<file path="src/rtl/bilinear_frame_ctrl_if.sv">
// Coordinate request channel from the frame sequencer to the coordinate/memory pipeline.
// The sequencer drives the request and its flags; the downstream side returns ready.
interface bilinear_frame_ctrl_if;
  logic       coord_valid;
  logic       ready;
  logic [9:0] coordinate_x;
  logic [9:0] coordinate_y;
  logic [7:0] frac_x;
  logic [7:0] frac_y;
  logic       line_last;
  logic       frame_last;

  modport master (
    output coord_valid,
    output coordinate_x,
    output coordinate_y,
    output frac_x,
    output frac_y,
    output line_last,
    output frame_last,
    input  ready
  );

  modport slave (
    input  coord_valid,
    input  coordinate_x,
    input  coordinate_y,
    input  frac_x,
    input  frac_y,
    input  line_last,
    input  frame_last,
    output ready
  );
endinterface

</file>
<file path="src/rtl/bilinear_frame_ctrl.sv">
// Raster-order frame sequencer producing Q10.8 DDA source coordinates per destination pixel.
// Optional BILINEAR_EDGE_CLAMP_EN keeps both interpolation neighbours inside the source image.
module bilinear_frame_ctrl #(
  parameter int SRC_WIDTH  = 100,
  parameter int SRC_HEIGHT = 100,
  parameter int DST_WIDTH  = 200,
  parameter int DST_HEIGHT = 200
) (
  input  logic                         clk,
  input  logic                         rst,
  input  logic                         start,
  input  logic [9:0]                   step_x,
  input  logic [9:0]                   step_y,
  output logic                         busy,
  output logic                         done,
  bilinear_frame_ctrl_if.master        cif
);

  if (SRC_WIDTH < 2 || SRC_HEIGHT < 2) begin : g_bad_src
    $error("bilinear_frame_ctrl: source dimensions must be at least 2");
  end
  if (DST_WIDTH < 1 || DST_WIDTH > 1023 || DST_HEIGHT < 1 || DST_HEIGHT > 1023) begin : g_bad_dst
    $error("bilinear_frame_ctrl: destination dimensions must be 1..1023");
  end

  typedef enum logic [1:0] {
    IDLE = 2'd0,
    RUN  = 2'd1,
    WRAP = 2'd2,
    DONE = 2'd3
  } state_t;

  localparam logic [9:0] LAST_X = 10'(DST_WIDTH - 1);
  localparam logic [9:0] LAST_Y = 10'(DST_HEIGHT - 1);

  state_t      state_q, state_d;
  logic [9:0]  step_x_q, step_x_d;
  logic [9:0]  step_y_q, step_y_d;
  logic [17:0] acc_x_q, acc_x_d;
  logic [17:0] acc_y_q, acc_y_d;
  logic [9:0]  dst_x_q, dst_x_d;
  logic [9:0]  dst_y_q, dst_y_d;

  logic        run;
  logic        handshake;
  logic        at_line_end;
  logic        at_frame_end;
  logic [17:0] out_x;
  logic [17:0] out_y;

  assign run          = (state_q == RUN);
  assign handshake    = run && cif.ready;
  assign at_line_end  = (dst_x_q == LAST_X);
  assign at_frame_end = at_line_end && (dst_y_q == LAST_Y);

  always_ff @(posedge clk or posedge rst) begin
    if (rst) begin
      state_q  <= IDLE;
      step_x_q <= '0;
      step_y_q <= '0;
      acc_x_q  <= '0;
      acc_y_q  <= '0;
      dst_x_q  <= '0;
      dst_y_q  <= '0;
    end else begin
      state_q  <= state_d;
      step_x_q <= step_x_d;
      step_y_q <= step_y_d;
      acc_x_q  <= acc_x_d;
      acc_y_q  <= acc_y_d;
      dst_x_q  <= dst_x_d;
      dst_y_q  <= dst_y_d;
    end
  end

  // Everything holds unless a handshake, a line wrap or a frame start moves it,
  // which is what keeps the request stable under backpressure.
  always_comb begin
    state_d  = state_q;
    step_x_d = step_x_q;
    step_y_d = step_y_q;
    acc_x_d  = acc_x_q;
    acc_y_d  = acc_y_q;
    dst_x_d  = dst_x_q;
    dst_y_d  = dst_y_q;

    unique case (state_q)
      IDLE: begin
        if (start) begin
          state_d  = RUN;
          step_x_d = step_x;
          step_y_d = step_y;
          acc_x_d  = '0;
          acc_y_d  = '0;
          dst_x_d  = '0;
          dst_y_d  = '0;
        end
      end
      RUN: begin
        if (handshake) begin
          if (at_frame_end) begin
            state_d = DONE;
          end else if (at_line_end) begin
            state_d = WRAP;
          end else begin
            acc_x_d = acc_x_q + {8'd0, step_x_q};
            dst_x_d = dst_x_q + 10'd1;
          end
        end
      end
      WRAP: begin
        state_d = RUN;
        acc_x_d = '0;
        dst_x_d = '0;
        acc_y_d = acc_y_q + {8'd0, step_y_q};
        dst_y_d = dst_y_q + 10'd1;
      end
      DONE: begin
        state_d = IDLE;
      end
      default: begin
        state_d = IDLE;
      end
    endcase
  end

`ifdef BILINEAR_EDGE_CLAMP_EN
  localparam logic [9:0] SRC_X_LAST  = 10'(SRC_WIDTH - 1);
  localparam logic [9:0] SRC_X_CLAMP = 10'(SRC_WIDTH - 2);
  localparam logic [9:0] SRC_Y_LAST  = 10'(SRC_HEIGHT - 1);
  localparam logic [9:0] SRC_Y_CLAMP = 10'(SRC_HEIGHT - 2);

  // Pin to the second-to-last sample with full weight on the far neighbour.
  function automatic logic [17:0] edge_clamp(input logic [17:0] acc,
                                             input logic [9:0]  last,
                                             input logic [9:0]  clamp_to);
    logic [17:0] res;
    if (acc[17:8] >= last) begin
      res = {clamp_to, 8'hFF};
    end else begin
      res = acc;
    end
    return res;
  endfunction

  assign out_x = edge_clamp(acc_x_q, SRC_X_LAST, SRC_X_CLAMP);
  assign out_y = edge_clamp(acc_y_q, SRC_Y_LAST, SRC_Y_CLAMP);
`else
  assign out_x = acc_x_q;
  assign out_y = acc_y_q;
`endif

  assign cif.coord_valid  = run;
  assign cif.coordinate_x = out_x[17:8];
  assign cif.frac_x       = out_x[7:0];
  assign cif.coordinate_y = out_y[17:8];
  assign cif.frac_y       = out_y[7:0];
  assign cif.line_last    = run && at_line_end;
  assign cif.frame_last   = run && at_frame_end;

  assign busy = (state_q != IDLE);
  assign done = (state_q == DONE);

endmodule
</file>
<file path="src/flat_wrapper.sv">
// flat-port wrapper written by rule: the top's interface ports become plain ports
module bilinear_frame_ctrl_flat 
#(
  parameter int SRC_WIDTH  = 100,
  parameter int SRC_HEIGHT = 100,
  parameter int DST_WIDTH  = 200,
  parameter int DST_HEIGHT = 200
)
  (clk, rst, start, step_x, step_y, busy, done, cif_coord_valid, cif_coordinate_x, cif_coordinate_y, cif_frac_x, cif_frac_y, cif_line_last, cif_frame_last, cif_ready);
  bilinear_frame_ctrl_if cif_i ();
  input  logic clk;
  input  logic rst;
  input  logic start;
  input  logic [9:0] step_x;
  input  logic [9:0] step_y;
  output logic busy;
  output logic done;
  output wire logic [$bits(cif_i.coord_valid)-1:0] cif_coord_valid;
  output wire logic [$bits(cif_i.coordinate_x)-1:0] cif_coordinate_x;
  output wire logic [$bits(cif_i.coordinate_y)-1:0] cif_coordinate_y;
  output wire logic [$bits(cif_i.frac_x)-1:0] cif_frac_x;
  output wire logic [$bits(cif_i.frac_y)-1:0] cif_frac_y;
  output wire logic [$bits(cif_i.line_last)-1:0] cif_line_last;
  output wire logic [$bits(cif_i.frame_last)-1:0] cif_frame_last;
  input wire logic [$bits(cif_i.ready)-1:0] cif_ready;
  assign cif_coord_valid = cif_i.coord_valid;
  assign cif_coordinate_x = cif_i.coordinate_x;
  assign cif_coordinate_y = cif_i.coordinate_y;
  assign cif_frac_x = cif_i.frac_x;
  assign cif_frac_y = cif_i.frac_y;
  assign cif_line_last = cif_i.line_last;
  assign cif_frame_last = cif_i.frame_last;
  assign cif_i.ready = cif_ready;
  bilinear_frame_ctrl #(.SRC_WIDTH(SRC_WIDTH), .SRC_HEIGHT(SRC_HEIGHT), .DST_WIDTH(DST_WIDTH), .DST_HEIGHT(DST_HEIGHT)) u_core (.clk(clk), .rst(rst), .start(start), .step_x(step_x), .step_y(step_y), .busy(busy), .done(done), .cif(cif_i));
endmodule
</file>
<file path="config.mk">
export PLATFORM = sky130hd
export DESIGN_NAME = bilinear_frame_ctrl_flat
export DESIGN_NICKNAME = d
export VERILOG_FILES = /design/src/rtl/bilinear_frame_ctrl_if.sv /design/src/rtl/bilinear_frame_ctrl.sv /design/src/flat_wrapper.sv
export SDC_FILE = /design/constraint.sdc
export NUM_CORES = 1
export LEC_CHECK = 0
export ABC_AREA = 1
export ABC_CLOCK_PERIOD_IN_PS = 2500
export CAP_MARGIN = 0
export CORE_MARGIN = 2
export CORE_UTILIZATION = 29
export CTS_CLUSTER_SIZE = 12
export DETAILED_ROUTE_END_ITERATION = 10
export PLACE_DENSITY = 0.53
export SLEW_MARGIN = 20
export SYNTH_ARGS = -nofsm -noshare
export SYNTH_HDL_FRONTEND = slang
export SYNTH_SLANG_ARGS = --single-unit
</file>
<file path="constraint.sdc">
create_clock -name clk -period 2.5 [get_ports clk]
set_clock_uncertainty 0.2 [all_clocks]
set_input_delay 0.375 -clock clk [delete_from_list [all_inputs] [get_ports clk]]
set_output_delay 0.375 -clock clk [all_outputs]
set_load 0.03 [all_outputs]
</file>
==> results by group <==
Timing
  • Fin. Hold Viols: 0
  • Crit share post-route: 93.0%
  • Slew @ Worst Pin: 0.525 ns
  • Fmax: 430 MHz
  • Setup TNS: 0 ns
  • Max-slew violation count: 0
  • Hold WS: 0.276 ns
  • Tmin final: 2.32 ns
  • Setup Viol. Count Final: 0
  • Unrepaired setup endpoints after global routing: no
  • Rel. slew slack: 65.0%
  • Final worst slack: 0.176 ns

Cells and area
  • FILL cells: 1586
  • Final instance area: 5750 sq um
  • Synth-to-layout area growth: 26.5%
  • Post-layout util: 37.7%
  • Layout cells sized above 1: 5.42%
  • Nets: 728
  • Number of diodes: 0

Global routing
  • Grt total ovfl: 0
  • GRT Total Usage: 14.8%
  • Largest net degree at the start of global routing: 79
  • Vias in the first global route: 4082
  • First-pass GRT wire length: 19.6 mm
  • Initial antenna violation count: 0

Drt
  • 1st-pass router iterations: 4
  • Initial DRC Count: 210
  • Routed WL: 11.5 mm
  • Vias: 4153
  • DR vias/cell: 4.65
  • DRC Markers: 0
  • DRT antenna net count: 0
  • Wire per inst: 12.9 microns

Floorplan
  • Initial core utilization: 29.8%
  • Die H: 129 microns
  • Die X: 129 microns
  • Total core area: 15300 sq um
  • Ports: 65
  • Rows: 45
  • Die ar.: 16700 sq um

Yosys
  • Synth area leader: dfrtp_1
  • Average cell area after synthesis: 7.47 sq um
  • Flops & latches, synth: 78
  • Sequential fraction of the synthesis area: 42.9%
  • Synth warnings: 0
  • Most used DFF post-synth: dfrtp_1
  • Top cells by area, synth: dfrtp_1 43%, nand2_1 17%, ha_1 6.1%
  • Synth cell count leaders: 209 x nand2_1, 78 x dfrtp_1, 67 x inv_1
  • Share of the synthesized area in the top cell type: 42.9%
  • Netlist cell types: 35
  • Syn nets: 657
  • Asr flop ratio synth: 100%
  • Synth Cell Area: 4550 sq um
  • Post-Syn Instances: 609
  • Most frequent cell after synthesis: nand2_1
  • Post-synth EDFFs: 0

Clocking
  • Root Buffer: clkbuf_16
  • Clock Latency Late Sink: 0.34 ns
  • Post-CTS setup buffer count: 0
  • CTS tree: yes
  • CTS clk-pin slew, worst paths: 0.06 ns
  • CTS Hold Bufs: 0
  • Num CTS Buffers: 9
  • Number of H-tree levels: 3
  • CTS max path bufs: 2
  • CTS Sinks: 78

Hold path
  • Min-delay src: u_core.step_x_q[2]
  • WHS Endpoint: u_core.step_x_q[2]
  • WHS Path Cells: 2
  • Hold WC Path Type: flop to flop

Power
  • Static Leak: 2.88 nW
  • VDD IR max: 0.377 mV
  • Pwr dens: 864 nW/um^2

Critical path
  • Worst path required time: 1.92 ns
  • Worst Setup End Kind: primary output
  • Setup crit start: u_core.dst_x_q[1]
  • Worst Reg-to-Reg Cells: 11
  • Reg2Reg Setup Slack: 0.23 ns
  • FF-to-FF End: u_core.acc_x_q[12]
  • Critical path data arrival time: 1.75 ns
  • Startpoint Class: flop
  • Worst-path fanout max: 5
  • CP Class: flop to primary output
  • Reg2Reg Launch Point: u_core.acc_x_q[0]

Placed design
  • Placed Area: 5460 sq um
  • Post-place setup slack: 0.197 ns
  • Routability cong.: 0.872
  • IO buf count: 64
  • Dpl hpwl: 8.34 mm

Job
  • MaxCap Viol Count: 0

Outcome
  • Status: finished, final reports clean
## routing by layer
metal / wire (microns) / track usage (%) / vias up
met5: 0 / 0 / -
met4: 116 / 3.32 / 0
met3: 602 / 4.13 / 10
met2: 5530 / 25.2 / 89
met1: 5260 / 18.6 / 1953
li1: - / - / 2101
## sequential cells by signal, summed over array words and instances (netlist names)
| register | flops |
|---|---|
| u_core.acc_x_q | 18 |
| u_core.dst_y_q | 10 |
| u_core.dst_x_q | 10 |
| u_core.step_x_q | 10 |
| u_core.acc_y_q | 18 |
| u_core.state_q | 2 |
| u_core.step_y_q | 10 |
## power by group
group | switching (mW) | total, mW | internal, mW | leakage, nW
clock network | 0.505 | 1.32 | 0.818 | 0.142
logic | 1.12 | 1.86 | 0.737 | 1.74
registers | 0.265 | 1.79 | 1.52 | 0.994
total | 1.89 | 4.97 | 3.07 | 2.88
## worst max path at each step
stage / endpoint / slack, ns / cells after the start
floorplan: u_core.acc_x_q[12] / 0.25 / 11
detailed placement: cif_line_last / 0.20 / 6
global route: u_core.acc_y_q[10] / 0.04 / 13
global placement: cif_line_last / 0.24 / 6
finish: cif_line_last / 0.18 / 6
CTS: cif_coord_valid / 0.005 / 4
## layout make-up
| type | count | area [sq um] | share of cell area [%] |
|---|---|---|---|
| clock inverter | 1 | 30.0 | 0.522 |
| sequential | 78 | 1950 | 33.9 |
| tap | 211 | 264 | 4.59 |
| clock buffer | 13 | 260 | 4.52 |
| multi-input combinational | 447 | 2260 | 39.2 |
| inverter | 72 | 277 | 4.81 |
| timing repair buffer | 72 | 712 | 12.4 |
## kinds of logic (layout without fill, tap and decap cells)
family | after synthesis | count (layout) | synth area share [%]
AOI/OAI and AO/OA | 89 | 89 | 10.8
xor gates and xnor gates | 10 | 10 | 1.93
adders and majority gates | 24 | 24 | 6.93
buffers and inverters | 84 | 158 | 7.54
DFF | 78 | 78 | 42.9
muxes | 1 | 1 | 0.220
and+or+nand+nor | 323 | 323 | 29.7
## repair_timing
item / 4_1_cts / 5_1_grt
gates cloned: 0 / 0
endpoints found under the setup margin: 1 / 3
resized for setup: 1 / 3
pin swaps: 0 / 0
## worst max-delay path, stage by stage, from the launching register on
cell and delay [ns]:
dfrtp_1 0.37, ha_1 0.18, nand2_1 0.10, nor2_2 0.17
nand3_4 0.13, inv_1 0.07, dlygate4sd2_1 0.39
## placed cells by master (no fill, tap or decap), types with 4 or more instances in the layout
cell,synthesis,routed
o31ai_1,4,4
nand3_1,37,37
clkdlybuf4s50_1,0,61
inv_1,67,66
nand4_1,13,13
dfrtp_1,78,78
xor2_1,6,6
nor3_1,6,6
a21oi_1,29,29
xnor2_1,4,4
nand2_1,209,208
nor2_1,48,47
o21ai_0,40,40
ha_1,22,22
clkbuf_16,0,9
buf_4,1,8
nor2_2,4,5
inv_2,4,4
## metrics by stage
| step | power, mW | instances |
|---|---|---|
| CTS | 5.02 | 894 |
| finish | 4.97 | 894 |
| detailed placement | 3.66 | 880 |
| global route | 5.34 | 894 |
| global placement | 3.64 | 880 |
| floorplan | 3.03 | 609 |
No activity file was read; power rests on OpenSTA's default activity.
==> RTL change 1: new RTL, same flow settings <==
Build with the macro `BILINEAR_EDGE_CLAMP_EN` defined.
--- a/src/rtl/bilinear_frame_ctrl.sv
+++ b/src/rtl/bilinear_frame_ctrl.sv
@@ -1,5 +1,7 @@
 // Raster-order frame sequencer producing Q10.8 DDA source coordinates per destination pixel.
 // Optional BILINEAR_EDGE_CLAMP_EN keeps both interpolation neighbours inside the source image.
+`define BILINEAR_EDGE_CLAMP_EN
+
 module bilinear_frame_ctrl #(
   parameter int SRC_WIDTH  = 100,
   parameter int SRC_HEIGHT = 100,
Check against the original RTL: same outputs for any inputs over 4 cycles, from zero or initial values and one cycle with rst high; that may be too few to reach the edited logic, so the function may still have changed.
==> RTL change 1 against the unedited design <==
  * First-iteration DRC count grew 12%
  * Hold slack lost 0.087 ns
  * Critical path depth is the same
  * Worst setup slack lost 0.068 ns
  * Sequential cell count is the same
  * Final area grew 8.9%
  * Routed wire length grew 12%
  * Synthesized area grew 9.8%
  * Critical endpoint is now cif_frac_y[5]
  * Largest cell class unchanged
Power is not compared: it rests on default switching activity, and its combinational part moved more than twofold at a synthesized area within 25%.
==> RTL change 1: results (changes against the unedited design) <==
| Metric | Value |
|---|---|
| Placed cell areas | 0.00600 mm² (was 0.00546 mm²) |
| Placed insts | 991 (was 880) |
| Area contributors post-synth | dfrtp_1, nand2_1, inv_1 (was dfrtp_1, nand2_1, ha_1) |
| Worst path slowest cell | dfrtp_1 (was dlygate4sd2_1) |
| Avg Inst Size Synth | 7.14 µm² (was 7.47 µm²) |
| CP startpoint | u_core.acc_y_q[10]$_DFFE_PP0P_ (was u_core.dst_x_q[1]$_DFFE_PP0P_) |
| Seq Cell Count | 78 (unchanged) |
| Buffers, non-clock | 86 (was 72) |
| Post-cts sizing count | 28 (was 1) |
| Delay-heaviest family, CP | simple AND/OR/NAND/NOR gates (was buffers and inverters) |
| Nonclk inv count | 108 (was 72) |
| Dpl ws | 0.114 ns (was 0.197 ns) |
| Metal3 WL | 384 µm (was 602 µm) |
| Gr usage total | 0.150 (was 0.148) |
| Worst R2R Start | u_core.step_y_q[0]$_DFFE_PP0P_ (was u_core.acc_x_q[0]$_DFFE_PP0P_) |
| Post-synthesis sequential area ratio | 0.391 (was 0.429) |
| Fraction of area in multi-input gates | 0.409 (was 0.392) |
| Placer Congestion | 0.824 (was 0.872) |
| Synth cell count leaders | nand2_1, inv_1, dfrtp_1, nor2_1, nand3_1 (was nand2_1, dfrtp_1, inv_1, nor2_1, o21ai_0) |
| Vias in the first global route | 4,364 (was 4,082) |
| Dpl hpwl | 9810 µm (was 8340 µm) |
| Hold crit path type | in -> async (was reg -> reg) |
| Met2 Use GR | 0.245 (was 0.252) |
| Met1 Use GR | 0.205 (was 0.186) |
| Fill cells | 1,850 (was 1,586) |
| Status | finished, final reports clean (unchanged) |
| Clkbuf count | 11 (was 13) |
| Routed WL | 12,900 µm (was 11,500 µm) |
| Met3 Resource Use GR | 0.0217 (was 0.0413) |
| Multi-input logic area | 0.00256 mm² (was 0.00226 mm²) |
| CP arrival | 1.82 ns (was 1.75 ns) |
| CP peak stage delay | 0.42 ns (was 0.39 ns) |
| Met2 WL | 5920 µm (was 5530 µm) |
| Initial DRC count | 235 (was 210) |
| #MultiIn Comb | 500 (was 447) |
| Buffering overhead | 0.122 (was 0.124) |
| Reg area | 0.00195 mm² (about the same) |
| IO Port Bufs | 58 (was 64) |
| Share of layout cells above drive strength 1 | 0.128 (was 0.0542) |
| Routed via count | 4,508 (was 4,153) |
| Vias per inst | 4.47 (was 4.65) |
| Clk cell area share | 0.0482 (was 0.0505) |
| WL met1 | 6350 µm (was 5260 µm) |
| Netlist cell types | 41 (was 35) |
| NumNets Final | 831 (was 728) |
| Largest net degree at the start of global routing | 41 (was 79) |
| First-pass GRT wire length | 21,700 µm (was 19,600 µm) |
| Die X | 135 µm (was 129 µm) |
==> RTL change 1: cell count changes after synthesis, sizes merged, moves of 2 or more <==
| cell | change |
|---|---|
| a21oi | -4 |
| buf | +8 |
| inv | +36 |
| nand2 | +30 |
| nand3 | +2 |
| nor2 | +10 |
| nor3 | +6 |
| o21ai | -4 |
| o22ai | +11 |
| o31ai | -2 |
| or2 | +5 |
| xor2 | -4 |
==> RTL change 1: power groups by stage <==
stage                     Clock [mW]  Combinational (mW)  Sequential, mW
after floorplan                    0                3.00            2.03
after global placement             0                4.34            2.10
after detailed placement           0                4.38            2.11
after CTS                       1.39                4.25            2.09
after global routing            1.45                4.71            2.16
final                           1.36                4.19            2.09
==> RTL change 1: final timing paths <==
kind / slack (ns) / cells after the start / end
min in group clk: 0.28 / 2 / u_core.step_x_q[3]$_DFFE_PP0P_
setup reg to reg: 0.29 / 13 / u_core.acc_y_q[12]$_DFFE_PP0P_
max in group asynchronous: 1.34 / 3 / u_core.dst_x_q[0]$_DFFE_PP0P_
hold / removal: 0.19 / 2 / u_core.dst_y_q[9]$_DFFE_PP0P_
setup / recovery: 0.11 / 6 / cif_frac_y[5]
hold reg to reg: 0.28 / 2 / u_core.step_x_q[3]$_DFFE_PP0P_
==> RTL change 1: cells by family after synthesis <==
| family | after synthesis | synth area share |
|---|---|---|
| AND/OR/NAND/NOR | 376 | 0.330 |
| buffers and inverters | 127 | 0.106 |
| AO/OA/AOI/OAI | 86 | 0.0962 |
| flip-flops | 78 | 0.391 |
| adder cells (fa/ha/maj) | 24 | 0.0632 |
| XOR/XNOR | 6 | 0.0105 |
| other | 1 | 0.000751 |
| multiplexers | 1 | 0.00226 |
==> RTL change 2: new RTL, same flow settings <==
Without the edit above. Encoding of `state_t`: now Gray code (2 bits for 4 states).
--- a/src/rtl/bilinear_frame_ctrl.sv
+++ b/src/rtl/bilinear_frame_ctrl.sv
@@ -24,10 +24,10 @@
   end
 
   typedef enum logic [1:0] {
-    IDLE = 2'd0,
-    RUN  = 2'd1,
-    WRAP = 2'd2,
-    DONE = 2'd3
+    IDLE = 2'b00,
+    RUN  = 2'b01,
+    WRAP = 2'b11,
+    DONE = 2'b10
   } state_t;
 
   localparam logic [9:0] LAST_X = 10'(DST_WIDTH - 1);
Check against the original RTL: same outputs for any inputs over 4 cycles, from zero or initial values and one cycle with rst high; so few cycles prove little.
==> RTL change 2 against the unedited design <==
  * Routed wire length up 3.9%
  * Final area increased by 2.8%
  * Core utilization decreased by 0.33 points
  * Worst setup slack got worse by 0.074 ns
  * Sequential cell count unchanged
  * First-iteration DRC count increased by 24%
  * Synthesized area grew 2.9%
  * Power shrank 11%
  * Critical endpoint is now cif_frame_last
==> RTL change 2: results (changes against the unedited design) <==
| Metric | Value |
|---|---|
| Worst R2R Start | u_core.acc_y_q[0]$_DFFE_PP0P_ (was u_core.acc_x_q[0]$_DFFE_PP0P_) |
| CTS Buf Count | 9 (unchanged) |
| Post-synthesis net count | 675 (was 657) |
| Setup violators final | 0 (unchanged) |
| CP startpoint | u_core.dst_x_q[0]$_DFFE_PP0P_ (was u_core.dst_x_q[1]$_DFFE_PP0P_) |
| Slew margin rel. | 0.665 (was 0.650) |
| Htree depth | 3 (unchanged) |
| Worst hold margin | 0.211 ns (was 0.276 ns) |
| Post-synthesis sequential area ratio | 0.417 (was 0.429) |
| Met2 WL | 5850 µm (was 5530 µm) |
| Top FF cell, synth | dfrtp_1 (unchanged) |
| Hold crit path type | in -> async (was reg -> reg) |
| Post-synthesis async set-or-reset flop share | 1.00 (unchanged) |
| Status | finished, final reports clean (unchanged) |
| Routed via count | 4,206 (was 4,153) |
| Worst path slowest cell | dfrtp_2 (was dlygate4sd2_1) |
| Flop2flop setup slack | 0.27 ns (was 0.23 ns) |
| Worst-path clk slew | 0.06 ns (about the same) |
| Ys Warns | 0 (unchanged) |
| Top sig layer | met4 (unchanged) |
| IO Port Bufs | 64 (unchanged) |
| Gr usage total | 0.151 (was 0.148) |
| Metal3 WL | 628 µm (was 602 µm) |
| Root Driver | clkbuf_16 (unchanged) |
| Antenna diodes | 0 (unchanged) |
| Initial antenna violation count | 0 (unchanged) |
| Routed WL | 12,000 µm (was 11,500 µm) |
| CP peak stage delay | 0.43 ns (was 0.39 ns) |
| Worst vdd ir | 0.331 mV (was 0.377 mV) |
| Share of layout cells above drive strength 1 | 0.0738 (was 0.0542) |
| Delay-heaviest family, CP | simple AND/OR/NAND/NOR gates (was buffers and inverters) |
| First-pass GRT wire length | 20,200 µm (was 19,600 µm) |
| WL met1 | 5390 µm (was 5260 µm) |
| Clock Tree Buf Depth | 2 (unchanged) |
| Worst Reg-to-Reg Cells | 13 (was 11) |
| Top flop regs | u_core.acc_x_q (18), u_core.acc_y_q (18) (unchanged) |
| Area contributors post-synth | dfrtp_1, nand2_1, ha_1 (unchanged) |
| FF-to-FF End | u_core.acc_y_q[14]$_DFFE_PP0P_ (was u_core.acc_x_q[12]$_DFFE_PP0P_) |
| End point of the critical path | cif_frame_last (was cif_line_last) |
| Dpl hpwl | 8950 µm (was 8340 µm) |
| Placer Congestion | 0.942 (was 0.872) |
| Largest net degree at the start of global routing | 28 (was 79) |
| Leakage | 3.06 nW (was 2.88 nW) |
| Initial DRC count | 260 (was 210) |
| NumNets Final | 748 (was 728) |
| Max Cap Viol | 0 (unchanged) |
| Critical Path Fanout Max | 7 (was 5) |
| Synth cell count leaders | nand2_1, dfrtp_1, inv_1, nor2_1, nand3_1 (was nand2_1, dfrtp_1, inv_1, nor2_1, o21ai_0) |
| Vias in the first global route | 4,143 (was 4,082) |
| CP arrival | 1.82 ns (was 1.75 ns) |
| Pre-antenna DRT Iters | 4 (unchanged) |
| Netlist cell types | 41 (was 35) |
[RTL change 2: cell count changes after synthesis, sizes merged, moves of 2 or more]
cell,change
xor2,+4
nor2,+2
a21boi,-2
nand2,+18
o21ai,-6
a21o,+3
o31ai,+2
a21oi,-5
inv,+3
[RTL change 2: metrics by stage]
step	power (mW)	instances	setup WS [ns]	instance area (µm²)
floorplan	2.60	627	0.199	4680
global placement	3.07	905	0.281	5610
detailed placement	3.08	905	0.169	5610
CTS	4.45	921	0.00449	5910
global route	4.71	921	0.000855	5910
finish	4.40	921	0.101	5910
[RTL change 2: cell families after synthesis]
| logic type | count (synthesis) | synth area share |
|---|---|---|
| DFF | 78 | 0.417 |
| buffers and inverters | 87 | 0.0784 |
| AOI/OAI and AO/OA | 82 | 0.102 |
| xor gates and xnor gates | 14 | 0.0262 |
| and+or+nand+nor | 342 | 0.309 |
| adders and majority gates | 24 | 0.0674 |
[RTL change 2: final cells by class]
cell class	instances	area (µm²)
clock buffers	12	256
clock inverters	4	45.0
inverters	75	290
fillers	1612	9910
multi-input cells	462	2360
repair buffers	74	734
well taps	216	270
flip-flops and latches	78	1950
[RTL change 2: what timing repair did]
action,in CTS,in global routing
hold buffers,0,0
buffers inserted,0,0
gates resized for setup,1,3
endpoints found under the hold margin,0,0
setup endpoints to repair,1,5
[RTL change 2: where the power goes]
group	switching, mW	leakage [nW]	internal (mW)
sequential	0.198	0.914	1.44
combinational	0.860	1.99	0.565
clock	0.517	0.152	0.823
[RTL change 2: metal layers]
| metal | GRT usage | up-vias |
|---|---|---|
| met5 | 0 | - |
| met4 | 0.0432 | 0 |
| met3 | 0.0428 | 6 |
| met2 | 0.254 | 93 |
| met1 | 0.191 | 1940 |
| li1 | - | 2167 |
